===== config.mk =====
export PLATFORM = sky130hd
export DESIGN_NAME = axi_lite_line_fetch
export DESIGN_NICKNAME = d
export VERILOG_FILES = /design/src/rtl/axi_lite_line_fetch.sv
export SDC_FILE = /design/constraint.sdc
export NUM_CORES = 1
export LEC_CHECK = 0
export CAP_MARGIN = 20
export CELL_PAD_IN_SITES_DETAIL_PLACEMENT = 0
export CELL_PAD_IN_SITES_GLOBAL_PLACEMENT = 1
export CORE_MARGIN = 2
export CORE_UTILIZATION = 31
export DETAILED_ROUTE_END_ITERATION = 8
export GPL_TIMING_DRIVEN = 0
export PLACE_DENSITY_LB_ADDON = 0.1
export SETUP_SLACK_MARGIN = 0.3
export SYNTH_ARGS = -nofsm -noshare
export SYNTH_HDL_FRONTEND = slang
export SYNTH_SLANG_ARGS = --single-unit

===== constraint.sdc =====
create_clock -name clk -period 2.1 [get_ports clk]
set_input_delay 0.63 -clock clk [delete_from_list [all_inputs] [get_ports clk]]
set_output_delay 0.63 -clock clk [all_outputs]
set_load 0.02 [all_outputs]

===== src/rtl/axi_lite_line_fetch.sv =====
// axi_lite_line_fetch: AXI4-Lite read master refilling one cache block with BLOCK_WORDS sequential single-beat reads.
module axi_lite_line_fetch #(
  parameter int ADDR_WIDTH  = 32,
  parameter int DATA_WIDTH  = 32,
  parameter int BLOCK_WORDS = 16
) (
  input  logic                           clk,
  input  logic                           arstn,
  input  logic                           i_start,
  input  logic [ADDR_WIDTH-1:0]          i_addr,
  output logic                           o_busy,
  output logic                           o_done,
  output logic                           o_error,
  output logic [DATA_WIDTH-1:0]          o_data,
  output logic                           o_data_valid,
  output logic [$clog2(BLOCK_WORDS)-1:0] o_word_idx,
  output logic [ADDR_WIDTH-1:0]          o_araddr,
  output logic                           o_arvalid,
  input  logic                           i_arready,
  output logic [2:0]                     o_arprot,
  input  logic [DATA_WIDTH-1:0]          i_rdata,
  input  logic [1:0]                     i_rresp,
  input  logic                           i_rvalid,
  output logic                           o_rready
);
  localparam int IW = $clog2(BLOCK_WORDS);
  localparam int BW = $clog2(DATA_WIDTH / 8);
  localparam logic [IW-1:0] LAST = IW'(BLOCK_WORDS - 1);
  localparam logic [ADDR_WIDTH-1:0] MASK = {ADDR_WIDTH{1'b1}} << (IW + BW);
  typedef enum logic [1:0] {IDLE, ADDR, DATA, DONE} state_t;
  state_t r_state, w_next;
  logic [IW-1:0] r_count;
  logic [ADDR_WIDTH-1:0] r_base;
  logic w_start, w_rhs;
  assign w_start  = r_state == IDLE && i_start;
  assign w_rhs    = r_state == DATA && i_rvalid;
  assign o_busy   = r_state != IDLE;
  assign o_done   = r_state == DONE;
  assign o_arvalid = r_state == ADDR;
  assign o_rready = r_state == DATA;
  assign o_arprot = 3'b000;
  assign o_araddr = r_base + (ADDR_WIDTH'(r_count) << BW);
  always_comb begin
    w_next = r_state;
    case (r_state)
      IDLE:    w_next = i_start ? ADDR : IDLE;
      ADDR:    w_next = i_arready ? DATA : ADDR;
      DATA:    w_next = !i_rvalid ? DATA : (r_count == LAST) ? DONE : ADDR;
      default: w_next = IDLE;
    endcase
  end
  always_ff @(posedge clk or negedge arstn) begin
    if (!arstn) begin
      r_state      <= IDLE;
      r_count      <= '0;
      r_base       <= '0;
      o_error      <= 1'b0;
      o_data       <= '0;
      o_word_idx   <= '0;
      o_data_valid <= 1'b0;
    end else begin
      r_state      <= w_next;
      o_data_valid <= w_rhs;
      if (w_start) begin
        r_base  <= i_addr & MASK;
        r_count <= '0;
        o_error <= 1'b0;
      end
      if (w_rhs) begin
        o_data     <= i_rdata;
        o_word_idx <= r_count;
        if (i_rresp != 2'b00) o_error <= 1'b1;
        if (r_count != LAST) r_count <= r_count + 1'b1;
      end
    end
  end
endmodule


==> impl_metrics.tcl <==
set metrics [dict create \
    ant_nets 0 \
    drt-wirelength-per-cell_um 13.71 \
    synth_edf_count 0 \
    drt_iter0_drc 31 \
    finalHoldViolations 0 \
    num_io_pins 148 \
    drc_errors 0 \
    dieArea_mm2 0.009998 \
    dp_hpwl_um 4927 \
    netlist_area_mm2 0.002856 \
    holdCritPathClass "input pin to asynchronous set/reset pin" \
    final_common_cell "nand2_1" \
    synthMuxAreaShare_pct 13.75 \
    grt_max_degree 61 \
    worstPathRequired_ns 1.47 \
    grt_pass1_wl_um 11620 \
    synth_top_family_by_area "simple AND/OR/NAND/NOR gates" \
    finalNetCount 484 \
    synthArstFlopShare_pct 100.0 \
    worst-path-max-fanout 5 \
    synthAdderAreaFrac_pct 0.4380 \
    setup_ws_ns 0.2681 \
    synth_cells 251 \
    core_area_mm2 0.009109 \
    die-width_um 99.99 \
    die_h_um 99.99 \
    initial_core_util_pct 31.36 \
    reg2reg_depth 5 \
    synth.avg_cell_area_um2 11.38 \
    area_growth_pct 62.51 \
    drt_pass1_iterations 4 \
    setup_viol 0 \
    cts_htree_levels 3 \
    synth_seq_area_share_pct 61.32 \
    num_vias 2233 \
    yosys.area_share.simple_pct 16.91 \
    post_drt_via_cell_ratio 4.229 \
    power.total_w 0.006511 \
    critPathKind "flip-flop to output pin" \
    drive_gt1_share_pct 18.94 \
    dp_slack_ns -0.1402 \
    min_period_ns 1.832 \
    placed_area_mm2 0.004397 \
    final_cell_mix "nand2_1, dfrtp_1, dlygate4sd2_1, clkdlybuf4s50_1, mux2_4" \
    io_buffers 136 \
    synthXorXnorAreaFrac_pct 0.3066 \
    clkSlewWorstSetupHoldPaths_ns 0.08 \
    fin_crit_sh_pct 87.23 \
    p_per_area_mw_per_mm2 1403 \
    fmax_mhz 545.9 \
    outcome "complete, no violations" \
    critPathLaunchType "flip-flop" \
    max_cap_viol_count 0 \
    n_antenna_cell 0 \
    grt_usage_pct 14.88 \
    grt_pass1_vias 2308 \
    post_synth_num_cell_types 27 \
    vdd_drop_max_uv 476.6 \
    final_area_mm2 0.004642 \
    antenna_found_initial 0 \
    end_kind "output pin" \
    cp_data_arrival_time_ns 1.20 \
    slew_viol_final 0 \
    ys_seq_elements 70 \
    clockBufferDepth 2 \
    total_leakage_power_nw 2.434 \
    ys.flop_type "dfrtp_1" \
    cts-buffers-inserted 9 \
    rsz0062_at_grt "true" \
    cts_tree "built" \
    gr-total-overflow 0 \
    clock_latency_ns 0.33 \
    skew_ns 0.004791 \
    synth_compound_area_share_pct 2.059 \
    cts.sinks 70 \
    synth_warnings 0 \
    gp_congestion 0.6913 \
    finalWirelength_um 7237 \
    num_rows 35 \
    cts-root-buf "clkbuf_8" \
]
logic make-up after synthesis:
logic type                 Yosys count
AOI/OAI and AO/OA                    9
xor gates and xnor gates             1
adders and majority gates            1
buffers and inverters               20
DFF                                 70
muxes                               27
other                                1
and+or+nand+nor                    122
cell type report:
| type | count | area, um^2 |
|---|---|---|
| Clock buffer | 11 | 151.4 |
| Multi-Input combinational cell | 165 | 989.7 |
| Buffer | 17 | 145.1 |
| Sequential cell | 70 | 1752 |
| Timing Repair Buffer | 146 | 1396 |
| Fill cell | 870 | 4467 |
| Inverter | 3 | 11.26 |
| Tap cell | 111 | 138.9 |
| Clock inverter | 5 | 57.56 |
synth_stat cells, drive strengths merged (2+ instances only):
cell type	number	area [um^2]
and2	2	12.51
or2	2	12.51
dfrtp	70	1752
buf	12	115.1
inv	3	11.26
clkbuf	5	18.77
o21ai	4	20.02
nand3	3	15.01
nand2	111	416.7
mux2	26	382.9
worst max-delay path, stage by stage (launching register included):
cell      delay, ns
dfrtp_1        0.42
or2_2          0.29
clkbuf_2       0.16
through the flow:
stage	utilization, %	TNS, ns	hold slack (ns)	instances
3_3_place_gp	47.99	-159.69	0.4520	502
5_1_grt	50.96	0	0.1202	528
3_5_place_dp	48.27	-4.010	0.4604	503
6_report	50.96	0	0.1262	528
4_1_cts	49.92	0	0.1158	523
2_1_floorplan	-	0	0.3344	255
routing by layer:
metal | vias up | GRT usage, % | share of wire [%]
met4 | 0 | 4.110 | 0.98
met3 | 5 | 5.571 | 8.2
met1 | 1033 | 20.02 | 46
li1 | 1106 | - | -
met5 | - | 0 | 0
met2 | 89 | 22.66 | 45
path summary, 6_finish.rpt:
check                                startpoint                      to  slack (ns)
max                        r_state[1]$_DFF_PN0_                  o_busy        0.27
min                                       arstn  r_base[20]$_DFFE_PN0P_        0.13
max reg2reg                r_state[0]$_DFF_PN0_  r_base[16]$_DFFE_PN0P_        0.46
min reg2reg                   o_error$_DFF_PN0_       o_error$_DFF_PN0_        0.46
max in group asynchronous                 arstn  o_data[22]$_DFFE_PN0P_        1.43
min in group clk              o_error$_DFF_PN0_       o_error$_DFF_PN0_        0.46
power breakdown:
part           internal [W]  total, W  switching [W]
Clock              0.000612   0.00114       0.000525
Sequential          0.00194   0.00224       0.000296
Combinational       0.00151   0.00314        0.00163
Total               0.00406   0.00651        0.00245
registers in the layout, summed over array words and instances (netlist names):
register and flops:
o_data 32, o_data_valid 1, o_error 1, o_word_idx 4, r_base 26, r_count 4
r_state 2
timing repair:
item                                    in CTS  in global routing
gates resized for setup                     87                 23
buffers inserted                             4                  4
hold buffers                                 0                  0
pin swaps                                    0                  2
endpoints found under the setup margin      92                 58
cloned                                       0                  1
Note: power is estimated with default switching activity, not from simulation.
